==> config.mk <==
export PLATFORM = sky130hd
export DESIGN_NAME = dmem_arbiter
export DESIGN_NICKNAME = d
export VERILOG_FILES = /design/src/rtl/dmem_arbiter.sv
export SDC_FILE = /design/constraint.sdc
export NUM_CORES = 1
export LEC_CHECK = 0
export CAP_MARGIN = 20
export CORE_ASPECT_RATIO = 0.75
export CORE_MARGIN = 2
export CORE_UTILIZATION = 30
export CTS_CLUSTER_DIAMETER = 60
export DETAILED_ROUTE_END_ITERATION = 10
export GPL_TIMING_DRIVEN = 0
export PLACE_DENSITY = 0.79
export SLEW_MARGIN = 10
export SYNTH_ARGS = -nofsm -noshare
export SYNTH_HDL_FRONTEND = slang
export SYNTH_SLANG_ARGS = --single-unit
==> constraint.sdc <==
create_clock -name clock -period 3.7 [get_ports clock]
set_input_delay 0.37 -clock clock [delete_from_list [all_inputs] [get_ports clock]]
set_output_delay 0.37 -clock clock [all_outputs]
set_load 0.02 [all_outputs]
==> src/rtl/dmem_arbiter.sv <==
// Shares the single-port data RAM between the CPU load/store port and the VGA
// object-table fetcher: CPU has priority, VGA is guaranteed a slot after a bounded CPU run.
module dmem_arbiter #(
  parameter int ADDR_W      = 12,
  parameter int DATA_W      = 32,
  parameter int MAX_CPU_RUN = 4
) (
  input  logic              clock,
  input  logic              reset,
  input  logic              cpu_req,
  input  logic              cpu_wren,
  input  logic [ADDR_W-1:0] cpu_addr,
  input  logic [DATA_W-1:0] cpu_data,
  output logic [DATA_W-1:0] cpu_q,
  output logic              cpu_stall,
  input  logic              freeze,
  input  logic              vga_req,
  input  logic [ADDR_W-1:0] vga_addr,
  output logic              vga_gnt,
  output logic [DATA_W-1:0] vga_q,
  output logic              vga_valid,
  output logic [ADDR_W-1:0] ram_addr,
  output logic              ram_wEn,
  output logic [DATA_W-1:0] ram_dataIn,
  input  logic [DATA_W-1:0] ram_dataOut
);

  typedef enum logic [1:0] {
    OWN_NONE = 2'd0,
    OWN_CPU  = 2'd1,
    OWN_VGA  = 2'd2
  } owner_t;

  localparam logic [3:0] RUN_MAX = 4'(MAX_CPU_RUN);

  owner_t            w_owner;
  owner_t            r_owner_q;
  logic [3:0]        r_run_cnt;
  logic [ADDR_W-1:0] r_last_addr;
  logic [DATA_W-1:0] r_cpu_q;
  logic              r_cpu_rd;
  logic              w_force_vga;
  logic              w_cpu_load;

  // Handshake: a requester holds req (and its address/data) until accepted.
  // CPU is accepted in any cycle where cpu_req=1 and cpu_stall=0; VGA is accepted
  // in the cycle vga_gnt=1. Read data returns on the following cycle.
  assign w_force_vga = vga_req & (r_run_cnt == RUN_MAX);

  always_comb begin
    w_owner = OWN_NONE;
    if (!reset)                       w_owner = OWN_NONE;
    else if (cpu_req && !w_force_vga) w_owner = OWN_CPU;
    else if (vga_req)                 w_owner = OWN_VGA;
  end

  always_comb begin
    ram_addr = r_last_addr;
    ram_wEn  = 1'b0;
    case (w_owner)
      OWN_CPU: begin
        ram_addr = cpu_addr;
        ram_wEn  = cpu_wren & ~freeze;
      end
      OWN_VGA: ram_addr = vga_addr;
      default: ;
    endcase
  end

  assign ram_dataIn = cpu_data;
  assign cpu_stall  = reset & cpu_req & (w_owner != OWN_CPU);
  assign vga_gnt    = (w_owner == OWN_VGA);
  assign vga_valid  = (r_owner_q == OWN_VGA);
  assign vga_q      = ram_dataOut;

  // Bypass lets load data reach the CPU the cycle after grant; the register holds it after.
  assign w_cpu_load = (r_owner_q == OWN_CPU) & r_cpu_rd;
  assign cpu_q      = w_cpu_load ? ram_dataOut : r_cpu_q;

  always_ff @(posedge clock or negedge reset) begin
    if (!reset) begin
      r_owner_q   <= OWN_NONE;
      r_run_cnt   <= 4'd0;
      r_last_addr <= '0;
      r_cpu_q     <= '0;
      r_cpu_rd    <= 1'b0;
    end else begin
      r_owner_q <= w_owner;
      if (w_owner != OWN_NONE) r_last_addr <= ram_addr;
      if (w_owner == OWN_CPU)  r_cpu_rd    <= ~cpu_wren;
      if (w_cpu_load)          r_cpu_q     <= ram_dataOut;
      if (!vga_req || w_owner == OWN_VGA)
        r_run_cnt <= 4'd0;
      else if (w_owner == OWN_CPU && r_run_cnt != RUN_MAX)
        r_run_cnt <= r_run_cnt + 4'd1;
    end
  end

endmodule

==> impl_metrics.csv, run 1 <==
group,metric,value,unit
place,hpwl,6110,um
timing,slew_headroom,0.753,
run_status,status,"finished, final reports clean",
cells_and_area,drive_gt1_frac,0.261,
pwr,clkPwrFrac,0.269,
setup_path,cpPeakStageDelay,0.62,ns
floorplan,die_h,86.5,um
global_route,grt_max_degree,34,
synthesis,avgSynthCellArea,10.6,um2
cells_and_area,antenna_cells,0,
timing,period_minus_slack,3.47,ns
setup_path,worstSetupEndpointType,"output port",
place,io_buffers,173,
setup_path,worstPathArrival,3.10,ns
synthesis,yosysUniqueCellTypes,26,
timing,rsz0062_at_grt,"no",
place,dp_cells,542,
clock_network,max-clock-path-buffers,2,
pwr,combPwrFrac,0.402,
timing,fmax,288,MHz
timing,layout_setup_ws,0.228,ns
cells_and_area,areaGrowthSynthToFinish,76.5,%
setup_path,critPathKind,"reg2out",
setup_path,worstPathCellList,"inv_1, ha_1, and3b_1, a21o_2, inv_1, ha_1, buf_2, buf_2, a22oi_1, a21oi_1, clkdlybuf4s50_1",
clock_network,cts-root-buf,"clkbuf_16",
global_route,antenna_found_initial,0,
clock_network,htreeDepth,2,
synthesis,synth_cells,256,
floorplan,rows,30,
synthesis,ys_seq_area_frac,0.469,
clock_network,cts_tree,"built",
pwr,p_seq_frac,0.328,
floorplan,start_util,0.305,
worst_hold_path,holdCritPathClass,"in2async",
setup_path,startpoint_type,"register",
global_route,grt_pass1_wl,11800,um
route,wirelength,7330,um
route,ant_nets,0,
pwr,p_leak,2.11,nW
floorplan,core_area,0.00893,mm2
clock_network,path_clk_slew,0.06,ns
place,pre_cts_ws,0.166,ns
timing,finalHoldViolCount,0,
pwr,intPower,0.00153,W
route,drc_errors,0,
synthesis,synth_fp_nets,355,
synthesis,ys_seq_elements,51,
setup_path,crit_slowest_cell,"clkdlybuf4s50_1",
timing,finalSetupViolations,0,
setup_path,crit_family,"buffers and inverters",
place,gp_congestion,0.782,
timing,maxSlewViolCount,0,
route,dr.pass1.iters,4,
pwr,ir_worst_vdd,0.000305,V
clock_network,cts_sinks,51,
floorplan,ios,206,
synthesis,syn-cell-area,0.00272,mm2
setup_path,r2r_cells,9,
clock_network,cts_made_buffers,5,
timing,finClkSkew,0.00365,ns
setup_path,critPathMaxFanout,10,
global_route,grt_overflow_total,0,
global_route,grt_pass1_vias,2567,
route,initialDrtViolationCount,67,
setup_path,cp_num_buf_inv,5,
setup_path,cp.depth,11,
floorplan,die_area,0.00986,mm2
timing,tightestPinTransition,0.371,ns
global_route,grt_usage,0.148,
floorplan,die_w,114,um
route,num_vias,2434,
pwr,switching_share,0.294,
clock_network,worst_skew_pair.late_latency,0.28,ns
cells_and_area,final_cells,549,
pwr,switchingPower,0.000636,W
route,wl_per_cell,13.4,um
flow_run,maxCapViolCount,0,
route,vias_per_cell,4.43,
pwr,power_density,450,mW/mm2
timing,post-route-period-util,0.938,
cells_and_area,fin_nets,535,
pwr,finalPower,0.00216,W
setup_path,critPathRequiredTime,3.33,ns
synthesis,ys_warn_count,0,
metrics by stage:
stage	util	TNS, ns	instance area, um2	hold slack (ns)
3_3_place_gp	0.514	-29.33	4590	0.463
4_1_cts	0.538	0	4800	0.0691
2_1_floorplan	-	0	2720	0.0744
5_1_grt	0.538	0	4810	0.0138
6_report	0.538	0	4810	0.00332
3_5_place_dp	0.516	0	4610	0.377
cell families (layout without fill, tap and decap cells):
group,count (synthesis),count (layout),synth area share
AOI/OAI and AO/OA,45,45,0.0965
DFF,51,51,0.469
buffers and inverters,79,260,0.201
muxes,32,32,0.132
and+or+nand+nor,44,44,0.0786
adders and majority gates,5,5,0.0230
Yosys cell counts:
cell type,instances,area [um2]
a21o_2,1,8.76
buf_4,64,480
ha_1,5,62.6
nand4_1,1,6.26
nand3b_1,1,7.51
and3b_1,1,8.76
nor2_1,14,52.6
o21ai_0,15,75.1
buf_2,8,40.0
and3_1,1,6.26
and2_1,1,6.26
a21oi_1,15,75.1
clkbuf_1,3,11.3
a22oi_1,12,90.1
inv_1,4,15.0
nand3_1,3,15.0
o21a_1,1,7.51
mux2_2,30,338
nand3b_4,1,20.0
a31oi_1,1,6.26
nor2b_1,2,12.5
nand2b_1,2,12.5
nand2_1,16,60.1
or3_1,1,6.26
mux2_1,2,22.5
dfrtp_1,51,1280
repair_timing:
item | in CTS | in global routing
hold endpoints to repair | 0 | 0
gates resized for setup | 0 | 3
hold buffers | 0 | 0
buffers inserted | 0 | 0
endpoints found under the setup margin | 0 | 6
cell type report:
type,count,area [um2]
multi-input cells,126,900
plain buffers,74,528
inverters,4,15.0
flip-flops and latches,51,1280
fillers,813,4130
clock inverters,3,67.6
clock buffers,5,125
repair buffers,174,1750
well taps,112,140
state kept, by name, indices dropped and copies added (netlist names):
signal / flops
r_cpu_q: 32
r_last_addr: 12
r_run_cnt: 4
r_owner_q: 2
r_cpu_rd: 1
routing by layer:
metal | global-route usage | share of wire | vias up
met4 | 0.0388 | 0.0046 | 0
met1 | 0.177 | 0.40 | 1140
met5 | 0 | 0 | -
met3 | 0.0434 | 0.086 | 4
met2 | 0.261 | 0.51 | 129
li1 | - | - | 1161
final timing paths:
kind                           startpoint               to  slack [ns]
setup / recovery             r_run_cnt[0]      ram_addr[5]        0.23
setup reg to reg             r_run_cnt[0]   r_last_addr[9]        1.25
min in group clock         r_last_addr[7]   r_last_addr[7]        0.48
hold reg to reg            r_last_addr[7]   r_last_addr[7]        0.48
hold / removal                      reset  r_last_addr[10]       0.003
max in group asynchronous           reset       r_cpu_q[3]        3.23
power groups by stage:
| stage | sequential (W) | combinational [W] | clock, W |
|---|---|---|---|
| after floorplan | 0.000709 | 0.000454 | 0 |
| after global placement | 0.000714 | 0.000868 | 0 |
| after detailed placement | 0.000720 | 0.000881 | 0 |
| after CTS | 0.000710 | 0.000884 | 0.000602 |
| after global routing | 0.000723 | 0.000933 | 0.000620 |
| final | 0.000710 | 0.000870 | 0.000582 |
placed cells by master (no fill, tap or decap), types with 2 or more instances in the layout:
master	synthesis	layout
nor2b_1	2	2
nand3_1	3	3
nand2b_1	2	2
ha_1	5	5
clkbuf_16	0	5
mux2_1	2	2
o21ai_0	15	15
inv_1	4	4
nand2_1	16	16
dfrtp_1	51	51
bufinv_16	0	2
clkdlybuf4s50_1	0	170
mux2_2	30	30
clkbuf_1	3	2
buf_4	64	64
buf_2	8	8
a21oi_1	15	15
nor2_1	14	14
dlymetal6s2s_1	0	2
a22oi_1	12	12
Power figures use the tool's default switching activity.
==> run 2, diff against run 1 <==
--- a/config.mk
+++ b/config.mk
@@ -13,6 +13,7 @@
 export DETAILED_ROUTE_END_ITERATION = 10
 export GPL_TIMING_DRIVEN = 0
 export PLACE_DENSITY = 0.79
+export RECOVER_POWER = 100
 export SLEW_MARGIN = 10
 export SYNTH_ARGS = -nofsm -noshare
 export SYNTH_HDL_FRONTEND = slang
==> run 2 against run 1 <==
Non-clock buffer count unchanged. Register-to-register slack worse by 0.05 ns. Utilization down 0.39 points. Hold slack better by 0.00056 ns. Flip-flop and latch count unchanged. Final cell count unchanged. Global-route usage did not move. Sequential power is essentially flat. Via count hardly changed. Sequential share of layout area is 0.19 points higher. Clock skew barely moved. Critical endpoint unchanged.
==> impl_metrics.csv, run 2 (synthesis gave the netlist of run 1 again) <==
group,metric,value,unit
route,wirelength,7280,um
cells_and_area,final_cells,549,
setup_path,critPathMaxFanout,10,
clock_network,cts_resized,0,
cells_and_area,antenna_cells,0,
floorplan,start_util,0.305,
route,wl_per_cell,13.3,um
cells_and_area,final_cell_mix,"dlygate4sd3_1 (102), clkdlybuf4s50_1 (68), buf_4 (64), dfrtp_1 (51), mux2_1 (27)",
setup_path,startpoint_type,"register",
pwr,power_density,436,mW/mm2
clock_network,cts_tree,"built",
setup_path,crit_slowest_cell,"clkdlybuf4s50_1",
route,dr.pass1.iters,4,
setup_path,cp_num_buf_inv,5,
cells_and_area,post-route-util,0.534,
timing,tightestPinTransition,0.555,ns
timing,finalSetupViolations,0,
global_route,grt_usage,0.148,
route,vias_per_cell,4.44,
route,num_vias,2435,
cells_and_area,max_flop_register,"r_cpu_q",
worst_hold_path,holdCritPathClass,"in2async",
timing,layout_setup_ws,0.226,ns
timing,fmax,288,MHz
timing,finalHoldViolCount,0,
timing,period_minus_slack,3.47,ns
place,io_buffers,173,
place,gp_congestion,0.782,
timing,whs,0.00387,ns
pwr,p_leak,2.10,nW
timing,maxSlewViolCount,0,
floorplan,core_area,0.00893,mm2
clock_network,post_cts_buffers,0,
route,initialDrtViolationCount,69,
clock_network,max-clock-path-buffers,2,
clock_network,cts-root-buf,"clkbuf_16",
route,drc_errors,0,
global_route,grt_overflow_total,0,
setup_path,critPathRequiredTime,3.33,ns
timing,finClkSkew,0.00381,ns
global_route,antenna_found_initial,0,
setup_path,worstSetupEndpointType,"output port",
clock_network,cts_sinks,51,
pwr,finalPower,0.00208,W
clock_network,path_clk_slew,0.06,ns
cells_and_area,reg.largest.list,"r_cpu_q x32, r_last_addr x12, r_run_cnt x4",
global_route,grt_max_degree,34,
place,hpwl,6110,um
clock_network,worst_skew_pair.late_latency,0.28,ns
setup_path,crit_family,"buffers and inverters",
setup_path,r2r_cells,10,
cells_and_area,fin_nets,535,
setup_path,cpPeakStageDelay,0.62,ns
place,pre_cts_ws,0.166,ns
timing,post-route-period-util,0.939,
global_route,grt_pass1_wl,11800,um
place,dp_cells,542,
pwr,ir_worst_vdd,0.000304,V
setup_path,worstPathCellList,"inv_1, ha_1, and3b_1, a21o_2, inv_1, ha_1, buf_2, buf_2, a22oi_1, a21oi_1, clkdlybuf4s50_1",
cells_and_area,fillers,817,
floorplan,die_area,0.00986,mm2
setup_path,cp.depth,11,
route,ant_nets,0,
floorplan,die_h,86.5,um
clock_network,htreeDepth,2,
clock_network,cts_made_buffers,5,
cells_and_area,largest_register_ffs,32,
setup_path,worstPathArrival,3.10,ns
floorplan,rows,30,
cells_and_area,final_common_cell,"dlygate4sd3_1",
global_route,grt_pass1_vias,2567,
cells_and_area,areaGrowthSynthToFinish,75.2,%
run_status,status,"finished, final reports clean",
cells_and_area,drive_gt1_frac,0.192,
timing,rsz0062_at_grt,"no",
clock_network,ctsHoldBuffers,0,
flow_run,maxCapViolCount,0,
floorplan,ios,206,
setup_path,critPathKind,"reg2out",
timing,slew_headroom,0.630,
floorplan,die_w,114,um
run 2: cell types whose count changed in the layout (fill, tap and decap cells not counted), sizes merged:
cell / previous run / this run
clkdlybuf4s50: 170 / 68
dlygate4sd3: 0 / 102
clkbuf: 8 / 14
buf: 73 / 69
dlymetal6s2s: 2 / 0
run 2: worst register-to-register path: stages, from the launching register on:
cell and delay, ns:
dfrtp_1 0.40, inv_1 0.08, ha_1 0.21, and3b_1 0.22
a21o_2 0.24, ha_1 0.28, buf_2 0.21, nand2b_1 0.21
clkbuf_1 0.36, nand2_1 0.11, o21ai_0 0.09
run 2: cell type report:
cell class / instances / area (um2) / share of cell area
clock buffer: 5 / 125 / 0.0262
multi-input combinational: 126 / 887 / 0.186
buffer: 74 / 523 / 0.110
sequential: 51 / 1280 / 0.268
inverter: 4 / 15.0 / 0.00315
timing repair buffer: 174 / 1740 / 0.364
clock inverter: 3 / 67.6 / 0.0142
tap: 112 / 140 / 0.0294
run 2: power breakdown:
group	internal (W)	total, W	switching, W
Clock	0.000387	0.000581	0.000194
Sequential	0.000675	0.000710	0.0000345
Combinational	0.000389	0.000788	0.000399
run 2: through the flow:
stage	area (um2)	TNS (ns)
after floorplan	2720	0
after global placement	4590	-29.33
final	4770	0
after detailed placement	4610	0
after global routing	4770	0
after CTS	4800	0
run 2: metal layers:
| metal | wire [um] | global-route usage | up-vias | share of wire |
|---|---|---|---|---|
| li1 | - | - | 1160 | - |
| met1 | 2910 | 0.177 | 1141 | 0.40 |
| met2 | 3700 | 0.261 | 130 | 0.51 |
| met3 | 643 | 0.0434 | 4 | 0.088 |
| met4 | 34 | 0.0388 | 0 | 0.0047 |
| met5 | 0 | 0 | - | 0 |
run 2: final timing paths:
check,from,to,slack [ns]
worst max-delay path,r_run_cnt[0],ram_addr[5],0.23
min in group clock,r_cpu_q[6],r_cpu_q[6],0.48
worst min-delay path,reset,r_last_addr[10],0.004
worst max register to register,r_run_cnt[0],r_last_addr[9],1.20
max in group asynchronous,reset,r_cpu_q[3],3.23
worst min register to register,r_cpu_q[6],r_cpu_q[6],0.48
==> run 3, diff against run 2 <==
--- a/config.mk
+++ b/config.mk
@@ -7,14 +7,12 @@
 export LEC_CHECK = 0
 export CAP_MARGIN = 20
 export CORE_ASPECT_RATIO = 0.75
-export CORE_MARGIN = 2
 export CORE_UTILIZATION = 30
 export CTS_CLUSTER_DIAMETER = 60
 export DETAILED_ROUTE_END_ITERATION = 10
 export GPL_TIMING_DRIVEN = 0
 export PLACE_DENSITY = 0.79
 export RECOVER_POWER = 100
-export SLEW_MARGIN = 10
 export SYNTH_ARGS = -nofsm -noshare
 export SYNTH_HDL_FRONTEND = slang
 export SYNTH_SLANG_ARGS = --single-unit
==> run 3 against run 2 <==
The flow now finishes with violations (DRC). Clock skew down 0.0014 ns. Total power down 2.0%. Combinational power up 2%. Worst setup slack worse by 0.020 ns. Non-clock buffer count up 1. Sequential share of layout area about the same. Highest routed layer unchanged.
==> impl_metrics.csv, run 3 (synthesis gave the netlist of run 1 again) <==
group,metric,value,unit
global_route,grt_pass1_vias,2448,
setup_path,cpPeakStageDelay,0.62,ns
timing,tightestPinTransition,0.549,ns
cells_and_area,post-route-util,0.551,
cells_and_area,final_cells,546,
global_route,grt_usage,0.155,
timing,finClkSkew,0.00237,ns
clock_network,worst_skew_pair.late_latency,0.28,ns
flow_run,maxCapViolCount,0,
route,num_vias,2432,
run_status,status,"finished, violations left",
setup_path,worstPathCellList,"inv_1, ha_1, and3b_1, a21o_2, inv_1, ha_1, buf_2, buf_2, a22oi_1, a21oi_1, clkdlybuf4s50_1",
timing,layout_setup_ws,0.206,ns
setup_path,crit_slowest_cell,"clkdlybuf4s50_1",
run_status,violations,"DRC",
clock_network,htreeDepth,2,
cells_and_area,areaGrowthSynthToFinish,74.9,%
floorplan,rows,29,
route,drc_errors,14,
cells_and_area,final_cell_mix,"dlygate4sd3_1 (102), clkdlybuf4s50_1 (70), buf_4 (64), dfrtp_1 (51), mux2_1 (24)",
floorplan,die_h,84.5,um
cells_and_area,largest_register_ffs,32,
route,wirelength,7200,um
place,gp_congestion,0.781,
cells_and_area,final_common_cell,"dlygate4sd3_1",
place,pre_cts_ws,0.169,ns
global_route,grt_pass1_wl,11800,um
global_route,grt_max_degree,33,
route,wl_met3,613,um
route,ant_nets,0,
floorplan,ios,206,
clock_network,cts_sinks,51,
cells_and_area,fillers,752,
pwr,power_density,428,mW/mm2
cells_and_area,antenna_cells,0,
place,placedInstanceArea,0.00460,mm2
setup_path,critPathRequiredTime,3.33,ns
floorplan,start_util,0.315,
global_route,grt_overflow_total,0,
worst_hold_path,holdCritPathClass,"in2async",
route,wl_met2,3590,um
setup_path,startpoint_type,"register",
place,dp_cells,538,
route,drt-met1-wl,2960,um
timing,post-route-period-util,0.944,
route,top_layer,"met4",
route,wl_per_cell,13.2,um
cells_and_area,final_area,0.00476,mm2
clock_network,cts_tree,"built",
floorplan,core_area,0.00864,mm2
floorplan,die_w,112,um
route,vias_per_cell,4.45,
floorplan,die_area,0.00946,mm2
pwr,p_leak,2.10,nW
place,hpwl,5960,um
global_route,antenna_found_initial,0,
cells_and_area,reg.largest.list,"r_cpu_q x32, r_last_addr x12, r_run_cnt x4",
route,initialDrtViolationCount,101,
cells_and_area,drive_gt1_frac,0.196,
clock_network,path_clk_slew,0.06,ns
clock_network,post_cts_buffers,0,
route,dr.pass1.iters,9,
pwr,ir_worst_vdd,0.000179,V
timing,finalHoldViolCount,0,
pwr,finalPower,0.00204,W
timing,maxSlewViolCount,0,
timing,fmax,286,MHz
setup_path,worstSetupEndpointType,"output port",
clock_network,cts_made_buffers,5,
timing,slew_headroom,0.634,
clock_network,cts-root-buf,"clkbuf_16",
place,io_buffers,173,
setup_path,worstPathArrival,3.12,ns
timing,rsz0062_at_grt,"no",
cells_and_area,seq_area,0.00128,mm2
cells_and_area,fin_nets,536,
timing,finalSetupViolations,0,
cells_and_area,max_flop_register,"r_cpu_q",
cells_and_area,multi_input_area,887,um2
clock_network,max-clock-path-buffers,2,
setup_path,critPathKind,"reg2out",
timing,period_minus_slack,3.49,ns
setup_path,critPathMaxFanout,10,
## run 3: routing by layer
metal,track usage,vias up
met3,0.0412,5
met5,0,-
li1,-,1163
met4,0.0376,0
met2,0.276,130
met1,0.187,1134
## run 3: repair_timing
item | CTS | global route
setup endpoints to repair | 0 | 8
gates resized for setup | 0 | 1
hold endpoints to repair | 0 | 0
hold buffers | 0 | 0
## run 3: worst paths after layout
| path | startpoint | end | slack [ns] | cells past startpoint |
|---|---|---|---|---|
| min | reset | r_cpu_q[3] | 0.02 | 1 |
| max | r_run_cnt[0] | ram_addr[6] | 0.21 | 11 |
| max reg2reg | r_run_cnt[0] | r_last_addr[3] | 1.25 | 10 |
| max in group asynchronous | reset | r_last_addr[6] | 3.22 | 2 |
| min in group clock | r_cpu_q[26] | r_cpu_q[26] | 0.48 | 1 |
| min reg2reg | r_cpu_q[26] | r_cpu_q[26] | 0.48 | 1 |
## run 3: critical path, delay by kind of cell, from the launching register on
kind | cells | cell delay [ns]
compound gates | 3 | 0.55
fa+ha+maj | 2 | 0.38
buf+inv | 5 | 1.30
flops | 1 | 0.39
simple gates | 1 | 0.22
## run 3: area by class of cell
type                            instances  area share
Sequential cell                        51       0.268
Multi-Input combinational cell        126       0.186
Inverter                                4     0.00315
Clock buffer                            6      0.0292
Buffer                                 75       0.110
Timing Repair Buffer                  174       0.367
Tap cell                              108      0.0284
Clock inverter                          2     0.00736
## run 3: through the flow
| step | TNS [ns] | hold slack [ns] |
|---|---|---|
| 2_1_floorplan | 0 | 0.0744 |
| 3_3_place_gp | -27.03 | 0.463 |
| 3_5_place_dp | 0 | 0.389 |
| 4_1_cts | 0 | 0.0787 |
| 5_1_grt | 0 | 0.0339 |
| 6_report | 0 | 0.0161 |
## run 3: report_power, final
group          total [W]  leakage [nW]  internal [W]  switching [W]
combinational   0.000800          1.38      0.000396       0.000403
sequential      0.000712         0.627      0.000675      0.0000367
clock           0.000525        0.0868      0.000336       0.000189
total            0.00204          2.10       0.00141       0.000629
